$ cat config.mk
export PLATFORM = sky130hd
export DESIGN_NAME = demux_frame_sequencer
export DESIGN_NICKNAME = d
export VERILOG_FILES = /design/src/rtl/demux_frame_sequencer.sv
export SDC_FILE = /design/constraint.sdc
export NUM_CORES = 1
export LEC_CHECK = 0
export CAP_MARGIN = 20
export CORE_ASPECT_RATIO = 1.75
export CORE_MARGIN = 2
export CORE_UTILIZATION = 50
export CTS_CLUSTER_SIZE = 24
export DETAILED_ROUTE_END_ITERATION = 10
export HOLD_SLACK_MARGIN = 0.05
export PLACE_DENSITY = 0.7
export SYNTH_ARGS = -nofsm -noshare
export SYNTH_HDL_FRONTEND = slang
export SYNTH_SLANG_ARGS = --single-unit
$ cat constraint.sdc
create_clock -name clk -period 5 [get_ports clk]
set_clock_uncertainty 0.15 [all_clocks]
set_input_delay 1 -clock clk [delete_from_list [all_inputs] [get_ports clk]]
set_output_delay 1 -clock clk [all_outputs]
set_load 0.1 [all_outputs]
$ cat src/rtl/demux_frame_sequencer.sv
// Serialises channel-tagged frames MSB first for the 1-to-8 demux,
// inserts an idle gap after each frame and counts completed frames.
module demux_frame_sequencer #(
  parameter int DATA_W     = 8,
  parameter int GAP_CYCLES = 1
) (
  input  logic              clk,
  input  logic              rst,
  input  logic              in_valid,
  output logic              in_ready,
  input  logic [2:0]        in_chan,
  input  logic [DATA_W-1:0] in_data,
  output logic [2:0]        sel,
  output logic              din,
  output logic              bit_strobe,
  output logic              frame_done,
  output logic              busy,
  input  logic [2:0]        cnt_sel,
  output logic [7:0]        cnt_out
);

  localparam int IW = $clog2(DATA_W);
  localparam logic [IW-1:0] IDX_TOP = IW'(DATA_W - 1);
  localparam logic [IW-1:0] IDX_ONE = IW'(1);
  localparam logic [3:0] GAP_LAST =
    4'((GAP_CYCLES > 0) ? GAP_CYCLES - 1 : 0);

  typedef enum logic [1:0] {
    IDLE,
    SHIFT,
    GAP
  } state_t;

  state_t            state_q;
  logic [2:0]        sel_q;
  logic              din_q;
  logic              strobe_q;
  logic              done_q;
  logic [DATA_W-1:0] shreg_q;
  logic [IW-1:0]     idx_q;
  logic [3:0]        gap_q;
  logic [7:0]        cnt_q [8];

  assign in_ready   = (state_q == IDLE) && !rst;
  assign busy       = (state_q != IDLE);
  assign sel        = sel_q;
  assign din        = din_q;
  assign bit_strobe = strobe_q;
  assign frame_done = done_q;
  assign cnt_out    = cnt_q[cnt_sel];

  // din/strobe are registered one stage ahead: the MSB leaves on the
  // accept edge, so shreg_q holds only the bits still to be sent.
  always_ff @(posedge clk) begin
    if (rst) begin
      state_q  <= IDLE;
      sel_q    <= '0;
      din_q    <= 1'b0;
      strobe_q <= 1'b0;
      done_q   <= 1'b0;
      shreg_q  <= '0;
      idx_q    <= '0;
      gap_q    <= '0;
      for (int i = 0; i < 8; i++) begin
        cnt_q[i] <= '0;
      end
    end else begin
      unique case (state_q)
        IDLE: begin
          if (in_valid) begin
            sel_q    <= in_chan;
            din_q    <= in_data[DATA_W-1];
            strobe_q <= 1'b1;
            done_q   <= 1'b0;
            shreg_q  <= {in_data[DATA_W-2:0], 1'b0};
            idx_q    <= IDX_TOP;
            state_q  <= SHIFT;
          end
        end
        SHIFT: begin
          if (idx_q != '0) begin
            din_q   <= shreg_q[DATA_W-1];
            shreg_q <= {shreg_q[DATA_W-2:0], 1'b0};
            idx_q   <= idx_q - IDX_ONE;
            done_q  <= (idx_q == IDX_ONE);
          end else begin
            din_q        <= 1'b0;
            strobe_q     <= 1'b0;
            done_q       <= 1'b0;
            cnt_q[sel_q] <= cnt_q[sel_q] + 8'd1;
            gap_q        <= GAP_LAST;
            state_q      <= (GAP_CYCLES == 0) ? IDLE : GAP;
          end
        end
        GAP: begin
          if (gap_q == '0) begin
            state_q <= IDLE;
          end else begin
            gap_q <= gap_q - 4'd1;
          end
        end
        default: state_q <= IDLE;
      endcase
    end
  end

endmodule

# Word-level counts from Yosys, hierarchy flattened
# Memories as Yosys holds them, arrays and structs flattened. A register that Yosys moved wholly into a read port is not among the register bits.
# Index checks and enable logic that the tools add are counted.
# word_totals
ff_bits	23
mem_bits_rw	64
inputBits	17
out_inout_bits	16
word_cells	68
mem_count	1
# op_classes
addsub	3
eq_ne	8
n_mux	33
reduce_logical	15
# memory_table
memory	words	width	rd	rd_clocked_by_memory_dff	write_ports	line	text
cnt_q	8	8	2	1	8	42	logic [7:0] cnt_q [8];
# op_table
cell	n
8-bit two-way mux	3
8-bit case mux with 2 select lines	1
3-bit two-way mux	5
1-bit two-way mux	13
3-bit AND reduction	4
2-bit != test (second input constant)	5
8-bit by 1-bit adder with 8-bit output (second input constant)	1
4-bit two-way mux	2
4-bit case mux with 2 select lines	1
8-bit OR reduction	1
2-bit two-way mux	3
1-bit case mux with 2 select lines	3
2-bit case mux with 3 select lines	1
3-bit case mux with 2 select lines	1
2-bit nonzero test	3
4-bit logical NOT	1
2-bit AND reduction	2
4-bit by 1-bit subtractor with 4-bit output (second input constant)	1
3-bit by 1-bit == test with 1-bit output (second input constant)	1
3-bit nonzero test	1
3-bit by 1-bit subtractor with 3-bit output (second input constant)	1
2-bit by 1-bit == test with 1-bit output (second input constant)	1
2-bit == test (second input constant)	1
2-bit logical NOT	1
other kinds (2)	2

# Logic depth before layout (Yosys ltp)
# logic_depth
ltp_word	7
mapped_depth	9
depth_no_buf	6

# Worst setup path before layout
# No wires, ideal clock.
# synth_timing
kind	input port to output port
start	in cnt_sel[0]
end	out cnt_out[0]
t_arrival_ns	2.722
t_required_ns	3.850
path_slack_ns	1.128
cell_stages	4
path_buffers	2
path_cell_list	clkbuf_1 buf_2 mux4_2 mux2_2
# synth_between
elab_chain_cells	1
# synth_lines
item	line	text
start: declaration	18	input logic [2:0] cnt_sel,
memory read 8 x 8 bit	n/a	
end: declaration	19	output logic [7:0] cnt_out
# Every way passes these cells.

# Worst setup path in the final report
# layout_timing
start	in cnt_sel[1]
end	out cnt_out[2]
# Same word-level chain as after synthesis.

==> results.txt <==
detailed placement HPWL: 7290 microns
placed cells: 490
crit-path cells: clkdlybuf4s50_1 > mux4_2 > mux2_2 > buf_12
Yosys top cell by area: edfxtp_1
core footprint: 9040 sq um
DRC viols: 0
Setup-failing EPs final: 0
predominant post-synthesis flop cell: edfxtp_1
total negative slack: 0 ps
#FFs+latches synth: 89
Syn-to-layout area delta: 16.3%
Final Util: 59.9%
CP top delay family: buffers and inverters
Post-synth top cells: edfxtp_1, nor2_1, nand2_1
top-area cell type share of the netlist area: 41.3%
TritonCTS clock tree: yes
max_cap viols: 0
fmax: 247 MHz
Power Density: 343 nW/um^2
period utilization: 81.1%
clock buffer count from CTS: 9
largest net degree at the start of global routing: 25
origin of the worst setup path: cnt_sel[1]
IO buf count: 32
nets: 403
sequential area share after synthesis: 52.0%
Netlist cell types: 50
pre-CTS WS: 936 ps
outcome: complete, no violations
Routed WL: 10,200 microns
Worst path max stage delay: 1010 ps
Post-CTS Hold Buffers: 0
Design Area, Final: 5410 sq um
Synth Warn #: 0
syn_area_per_cell: 13.3 sq um
Die X: 77.0 microns
register-to-register path setup slack: 1830 ps
Routability Congestion: 0.828
max-slew violations: 0
critical path endpoint category: output pin
num ports: 33
Root Driver: clkbuf_16
leakage: 1.91 nW
# fillers: 723
initial antenna violation count: 0
die height: 132 microns
placed cell areas: 5150 sq um
Non-Filler Instances: 506
DR iter-0 viols: 174
antenna fix cells: 0
Buf/Inv on CP: 2
worst reg2reg path startpoint: state_q[0]$_SDFFE_PP0P_
via count: 2,941
reg2reg path depth: 4
total gr overflow: 0
Pwr Total: 1.86 mW
via/cell ratio: 5.81
Post-synth EDFFs: 64
clk_lat worst skew: 350 ps
post-CTS sizing: 0
row count: 46
critical path arrival: 2910 ps
VDD IR max: 0.255 mV
fraction of layout cells with a size suffix above 1: 24.4%
most frequent cell after synthesis: edfxtp_1
Tmin final: 4060 ps
DR pass1 iterations: 4
Critical Path Stages: 4
ranking of synthesized cells by area: edfxtp_1, mux4_2, dfxtp_1
Hold WS: 309 ps
initial core utilization: 51.5%
Total GRT Usage: 22.1%
die area: 10,100 sq um
Post-Synthesis Net Count: 371
fraction of registers with async set/reset: 0%
Clk pin slew, worst setup/hold paths: 50 ps
CP endpoint: cnt_out[2]
antenna-violating nets left: 0
HP Class: flip-flop to flip-flop
clock buffer depth: 2
drt wl/cell: 20.1 microns
Setup Buffers After CTS: 0
critical path class: input pin to output pin
RSZ-0062 raised after global routing: no
CP startpoint kind: input pin
Final Hold Viols: 0
H-tree depth: 3
Max Fanout on Critical Path: 16
Slew headroom: 34.4%
pin slew with the least headroom to its limit: 981 ps
clk sinks: 89
Worst Setup Slack, final: 944 ps
slowest CP cell: clkdlybuf4s50_1
worst reg2reg endpoint: cnt_q[7][1]$_SDFFCE_PN0P_
Synth Instances: 349
vias in the first global route: 3,074
synthesized cell area: 4660 sq um
first-pass GRT wire length: 16,500 microns
Required @ worst endpoint: 3850 ps
==> logic make-up (layout without fill, tap and decap cells) <==
| kind of cell | count (synthesis) | in the layout | synth area share, % |
|---|---|---|---|
| simple gates | 144 | 144 | 15.9 |
| flops | 89 | 89 | 52.0 |
| mux | 50 | 50 | 21.2 |
| buf+inv | 29 | 66 | 3.33 |
| compound gates | 26 | 26 | 4.27 |
| xor+xnor | 6 | 6 | 1.93 |
| fa+ha+maj | 5 | 5 | 1.34 |
==> layer usage <==
layer  GRT usage (%)  up-vias  share of wire (%)  routed length (microns)
met2            40.6       93                 55                     5650
met5               0        -                  0                        0
met1            24.7     1436                 37                     3770
met4            9.70        0                2.3                      235
met3            3.50       20                5.2                      533
li1                -     1392                  -                        -
==> worst min-delay path by stage <==
| stage | start | end | slack [ps] | depth (start not counted) |
|---|---|---|---|---|
| after floorplan | shreg_q[7]$_SDFFE_PP0P_ | din$_SDFFE_PP0P_ | 280 | 2 |
| after global placement | shreg_q[3]$_SDFFE_PP0P_ | shreg_q[4]$_SDFFE_PP0P_ | 310 | 2 |
| after detailed placement | shreg_q[7]$_SDFFE_PP0P_ | din$_SDFFE_PP0P_ | 300 | 2 |
| after CTS | shreg_q[7]$_SDFFE_PP0P_ | din$_SDFFE_PP0P_ | 320 | 2 |
| after global routing | shreg_q[7]$_SDFFE_PP0P_ | din$_SDFFE_PP0P_ | 330 | 2 |
| final | shreg_q[7]$_SDFFE_PP0P_ | din$_SDFFE_PP0P_ | 310 | 2 |
==> state kept, by name, summed over array words and instances, names as in the netlist, named ones only <==
| register | cells |
|---|---|
| shreg_q | 7 |
| din | 1 |
| gap_q | 4 |
| bit_strobe | 1 |
| frame_done | 1 |
| idx_q | 3 |
| cnt_q | 64 |
| state_q | 2 |
| sel | 3 |
==> worst min-delay path, cell delays in order (launching register included) <==
cell and delay (ps):
dfxtp_1 310, nand2_1 50, a21oi_1 50
==> layout by cell type (no fill, tap or decap), types with 3 or more instances in the layout <==
cell type        instances
a21oi_1                  9
a311oi_1                 7
buf_12                   8
buf_4                   10
clkbuf_1                 5
clkbuf_16                9
clkdlybuf4s50_1         23
dfxtp_1                 25
edfxtp_1                64
ha_1                     5
inv_1                    8
mux2_2                   9
mux2_4                   3
mux4_1                   7
mux4_2                  25
nand2_1                 31
nand2b_1                 4
nand4_1                  6
nor2_1                  52
nor2_2                   9
nor2b_1                  3
nor3_1                  26
xnor2_1                  3
==> layout make-up <==
cell class,count,area (sq um),area share [%]
clock buffer,15,258,4.76
clock inverter,1,5.00,0.0924
inverter,9,33.8,0.624
multi-input combinational,231,2080,38.4
sequential,89,2420,44.7
tap,120,150,2.77
timing repair buffer,41,465,8.60
==> power by group <==
| group | switching, mW | internal, mW | total (mW) |
|---|---|---|---|
| clock network | 0.252 | 0.350 | 0.602 |
| logic | 0.249 | 0.148 | 0.397 |
| registers | 0.0306 | 0.829 | 0.859 |
| total | 0.532 | 1.33 | 1.86 |
Power figures use the tool's default switching activity.
==> edit 1: new RTL, same flow settings <==
The parameter `DATA_W` goes from 8 to 4.
--- a/src/rtl/demux_frame_sequencer.sv
+++ b/src/rtl/demux_frame_sequencer.sv
@@ -2,5 +2,5 @@
 // inserts an idle gap after each frame and counts completed frames.
 module demux_frame_sequencer #(
-  parameter int DATA_W     = 8,
+  parameter int DATA_W     = 4,
   parameter int GAP_CYCLES = 1
 ) (
Interface: changed (resized in_data); port bits go from 33 to 29. No check against the original RTL was run, so the function may have changed too.
==> edit 1 against the unedited design <==
- global-route usage rose by 1.3 points
- sequential power shrank 4.8%
- die area decreased by 6.5%
- register-to-register slack got worse by 0.07 ns
- utilization is 0.40 points lower
- sequential cell count decreased by 5
- routed wire length decreased by 0.47%
- non-clock buffer count shrank 4
- critical path type unchanged
- design area shrank 5.9%
- combinational power is 7.3% lower
- critical endpoint is now cnt_out[4]
- synthesized area is 6.7% lower
- first-iteration DRC count increased by 14%
- setup slack better by 0.017 ns
- total power shrank 2.3%
==> edit 1: results (changes against the unedited design) <==
[critical_path]
cp_max_fo = 16  ; unchanged
rrSetupSlack_ns = 1.76  ; -0.07 ns
crit_family = buffers and inverters
cp.arrival_ns = 2.89  ; -0.02 ns
max_stage_delay_ns = 0.99  ; -0.02 ns
slowest_stage = clkdlybuf4s50_1

[clocking]
cts_made_buffers = 9  ; unchanged
clk_pin_slew_ns = 0.06
cts_buffer_depth = 2  ; unchanged
cts_setup_buffers = 0  ; unchanged
post_cts_resized = 0  ; unchanged
h-tree-depth = 3  ; unchanged
clock_latency_ns = 0.34
clockRootBuffer = clkbuf_16

[grt]
use_met1_pct = 24.5  ; -0.25 points
antenna_found_initial = 0  ; unchanged
grt_max_degree = 27  ; +8.0%
grt_pass1_wl_um = 15500  ; -5.9%
first_global_vias = 2861  ; -6.9%
gr-usage-all-layers_pct = 23.4  ; +1.3 points
grt_use_met3_pct = 3.79  ; +0.28 points
met2_usage_pct = 42.1  ; +1.5 points

[drt]
drt-pass1-iter-count = 4  ; unchanged
postRouteWirelength_um = 10100  ; -0.47%
via_per_inst = 5.87  ; +0.96%
drt-initial-drc-count = 199  ; +14%

[sta]
slew_headroom_pct = 33.6  ; -0.79 points
whs_ns = 0.330  ; +0.0205 ns

[pwr]
leakage_nw = 1.78  ; -6.7%
ir_drop_uv = 225  ; -12%

[placement]
hpwl_um = 7160  ; -1.9%
dp_cells = 453  ; -7.6%
portBuffers = 28  ; -13%
place_congestion = 0.854  ; +3.2%

[synth]
synth_area_leaders = edfxtp_1, mux4_2, dfxtp_1
synthArstFlopShare_pct = 0  ; unchanged
syn-num-nets = 332  ; -11%
synth_cell_types = 46  ; -8.0%
ys.warnings.count = 0  ; unchanged
synth_edf_count = 64  ; unchanged
ys_seq_area_share_pct = 53.5  ; +1.4 points
synth_common_cells = edfxtp_1, nor2_1, mux4_2, dfxtp_1, nor3_1
synthCells = 315  ; -9.7%

[cells_and_area]
reg_top3 = cnt_q x64, gap_q x4
antennaDiodeCount = 0  ; unchanged
drive_above_1_share_pct = 26.1  ; +1.8 points
final_cell_count_no_fill = 469  ; -7.3%
final_nets = 364  ; -9.7%

[status]
status = finished clean

[worst_hold_path]
hold_path.class = reg -> reg

## edit 1: metrics by stage
step	worst slack, ns	cell area, um^2	total power (W)
4_1_cts	0.938	5090	0.00182
2_1_floorplan	1.13	4340	0.00110
3_5_place_dp	0.939	4810	0.00120
3_3_place_gp	0.971	4810	0.00119
5_1_grt	0.874	5090	0.00186
6_report	0.962	5090	0.00182
## edit 1: cells by family after synthesis
group / share of synthesized area (%)
compound gates: 2.85
xor+xnor: 1.18
fa+ha+maj: 1.15
buf+inv: 3.28
flops: 53.5
mux: 22.4
simple gates: 15.6
## edit 1: where the power goes
group / internal [W] / switching (W) / total [W]
sequential: 0.000785 / 0.0000332 / 0.000818
clock: 0.000377 / 0.000252 / 0.000629
combinational: 0.000138 / 0.000230 / 0.000368
## edit 1: path summary, 6_finish.rpt
path | start | endpoint | cells after the start
worst max-delay path | cnt_sel[1] | cnt_out[4] | 4
worst min-delay path | bit_strobe$_SDFFE_PP0P_ | bit_strobe$_SDFFE_PP0P_ | 2
worst max register to register | register | cnt_q[1][4]$_SDFFCE_PN0P_ | 8
worst min register to register | bit_strobe$_SDFFE_PP0P_ | bit_strobe$_SDFFE_PP0P_ | 2
## edit 1: worst reg2reg max path: cells and delay by family (launching register included)
kind	cells	cell delay [ns]
mux	2	0.84
flops	1	0.73
xor+xnor	1	0.48
buf+inv	2	0.40
fa+ha+maj	1	0.26
simple gates	2	0.13
## edit 1: area by class of cell
cell class	count	area [um^2]
Clock buffer	15	278
Clock inverter	1	5.00
Fill cell	686	3460
Inverter	10	37.5
Multi-Input combinational cell	205	1880
Sequential cell	84	2320
Tap cell	117	146
Timing Repair Buffer	37	425
## edit 1: per-layer routing
layer	share of wire (%)	wire length, um
met5	0	0
met4	4.4	446
met3	4.8	491
met2	56	5720
met1	34	3480
==> edit 2: new RTL, config.mk and constraints unchanged <==
Made on the original files. Re-encode `state_t` (3 states) as one-hot, 3 bits wide.
--- a/src/rtl/demux_frame_sequencer.sv
+++ b/src/rtl/demux_frame_sequencer.sv
@@ -26,8 +26,8 @@
     4'((GAP_CYCLES > 0) ? GAP_CYCLES - 1 : 0);
 
-  typedef enum logic [1:0] {
-    IDLE,
-    SHIFT,
-    GAP
+  typedef enum logic [2:0] {
+    IDLE  = 3'b001,
+    SHIFT = 3'b010,
+    GAP   = 3'b100
   } state_t;
 
Formal check against the unedited RTL: no difference found for any inputs over 10 cycles, from zero or initial values and one cycle with rst high; not proved beyond that.
==> edit 2 against the unedited design <==
- total power rose by 4.0%
- setup slack got worse by 0.023 ns
- first-iteration DRC count grew 66%
- synthesized area decreased by 1.6%
- sequential share of layout area increased by 0.83 points
- combinational power shrank 8.3%
- global-route usage is 1.2 points higher
- routed wire length increased by 5.3%
- design area down 1.0%
- worst hold slack improved by 0.0037 ns
- sequential cell count up 1
==> edit 2: results (changes against the unedited design) <==
[critical_path]
rrSetupSlack_ns = 1.61  ; -0.22 ns
r2r_end = cnt_q[5][2]$_SDFFCE_PN0P_
cp_max_fo = 16  ; unchanged
startpoint = cnt_sel[1]
r2r_cells = 5  ; +1
cp.arrival_ns = 2.93  ; +0.02 ns
endpoint = cnt_out[3]

[placement]
place_congestion = 0.813  ; -1.8%
dpl_cell_area_um2 = 5050  ; -2.0%
portBuffers = 32  ; unchanged
hpwl_um = 7590  ; +4.1%

[synth]
synthXorXnorAreaFrac_pct = 1.15  ; -0.79 points
synthAdderAreaFrac_pct = 1.37  ; +0.022 points
ys.warnings.count = 0  ; unchanged
synthMuxAreaShare_pct = 20.2  ; -0.96 points
synth_edf_count = 64  ; unchanged
synthArstFlopShare_pct = 0  ; unchanged
synth_common_cells = edfxtp_1, nor2_1, nand2_1, mux4_2, dfxtp_1
syn-num-nets = 379  ; +2.2%
synth_cell_types = 41  ; -18%
ys_seq_area_share_pct = 53.3  ; +1.3 points
synth_top_family_by_area = multiplexers
synth_area_leaders = edfxtp_1, mux4_2, dfxtp_1
synth_compound_area_share_pct = 4.31  ; +0.043 points

[cells_and_area]
reg_top3 = cnt_q x64, shreg_q x7, gap_q x4
final_nets = 405  ; +0.50%
drive_above_1_share_pct = 22.2  ; -2.2 points
antennaDiodeCount = 0  ; unchanged
nFillCells = 752  ; +4.0%

[drt]
wl_per_cell_um = 21.1  ; +4.9%
drt-initial-drc-count = 288  ; +66%
via_per_inst = 5.84  ; +0.55%
drt-pass1-iter-count = 4  ; unchanged

[pwr]
ir_drop_uv = 193  ; -24%
leakage_nw = 1.86  ; -2.9%

[clocking]
clock_latency_ns = 0.35  ; about the same
post_cts_resized = 0  ; unchanged
cts_setup_buffers = 0  ; unchanged
postCtsHoldBufs = 0  ; unchanged
cts_made_buffers = 9  ; unchanged
clockRootBuffer = clkbuf_16
cts_buffer_depth = 2  ; unchanged
clk_pin_slew_ns = 0.06
h-tree-depth = 3  ; unchanged

[grt]
gr-usage-all-layers_pct = 23.3  ; +1.2 points
grt_pass1_wl_um = 16900  ; +2.6%
first_global_vias = 3230  ; +5.1%
antenna_found_initial = 0  ; unchanged
grt_max_degree = 33  ; +32%

[worst_hold_path]
hold_path.class = reg -> reg

[sta]
worstMarginPinSlew_ns = 0.995  ; +0.0149 ns
whs_ns = 0.313  ; +0.00372 ns

[status]
status = finished clean

## edit 2: power breakdown
group          total (W)  internal (W)  switching [W]
combinational   0.000364      0.000135       0.000228
clock           0.000698      0.000417       0.000281
sequential      0.000871      0.000834      0.0000369
## edit 2: cell type report
cell class	count	area [um^2]	area share (%)
clock inverters	6	61.3	1.14
flip-flops and latches	90	2440	45.6
well taps	120	150	2.80
repair buffers	36	428	7.99
clock buffers	10	250	4.67
multi-input cells	239	2000	37.3
inverters	7	26.3	0.490
## edit 2: per-layer routing
| metal | GRT usage (%) | vias to the layer above | share of wire (%) |
|---|---|---|---|
| met5 | 0 | - | 0 |
| met4 | 15.4 | 0 | 3.6 |
| met3 | 2.95 | 24 | 4.9 |
| met2 | 45.8 | 99 | 57 |
| met1 | 22.8 | 1457 | 35 |
| li1 | - | 1389 | - |
## edit 2: worst min-delay path by stage
stage	from	endpoint	cells past startpoint
3_5_place_dp	bit_strobe$_SDFFE_PP0P_	bit_strobe$_SDFFE_PP0P_	2
2_1_floorplan	shreg_q[7]$_SDFFE_PP0P_	din$_SDFFE_PP0P_	2
3_3_place_gp	bit_strobe$_SDFFE_PP0P_	bit_strobe$_SDFFE_PP0P_	2
5_1_grt	shreg_q[7]$_SDFFE_PP0P_	din$_SDFFE_PP0P_	2
4_1_cts	bit_strobe$_SDFFE_PP0P_	bit_strobe$_SDFFE_PP0P_	2
6_report	bit_strobe$_SDFFE_PP0P_	bit_strobe$_SDFFE_PP0P_	2
## edit 2: critical path, cell delays in order
cell and delay, ns:
clkdlybuf4s50_1 1.02, mux4_2 0.41, mux2_2 0.32, buf_12 0.17
## edit 2: logic make-up (layout without fill, tap and decap cells)
logic type / after synthesis / after routing
buffers and inverters: 28 / 59
AND/OR/NAND/NOR: 151 / 151
adder cells (fa/ha/maj): 5 / 5
AO/OA/AOI/OAI: 27 / 27
multiplexers: 50 / 50
flip-flops: 90 / 90
XOR/XNOR: 6 / 6
## edit 2: metrics by stage
| step | util, % | setup slack, ns | total power [W] | cells |
|---|---|---|---|---|
| finish | 59.7 | 0.921 | 0.00193 | 508 |
| global route | 59.7 | 0.883 | 0.00199 | 508 |
| CTS | 59.7 | 0.945 | 0.00194 | 508 |
| detailed placement | 56.2 | 0.949 | 0.00125 | 492 |
| global placement | 56.2 | 1.01 | 0.00124 | 492 |
| floorplan | - | 1.13 | 0.00115 | 357 |
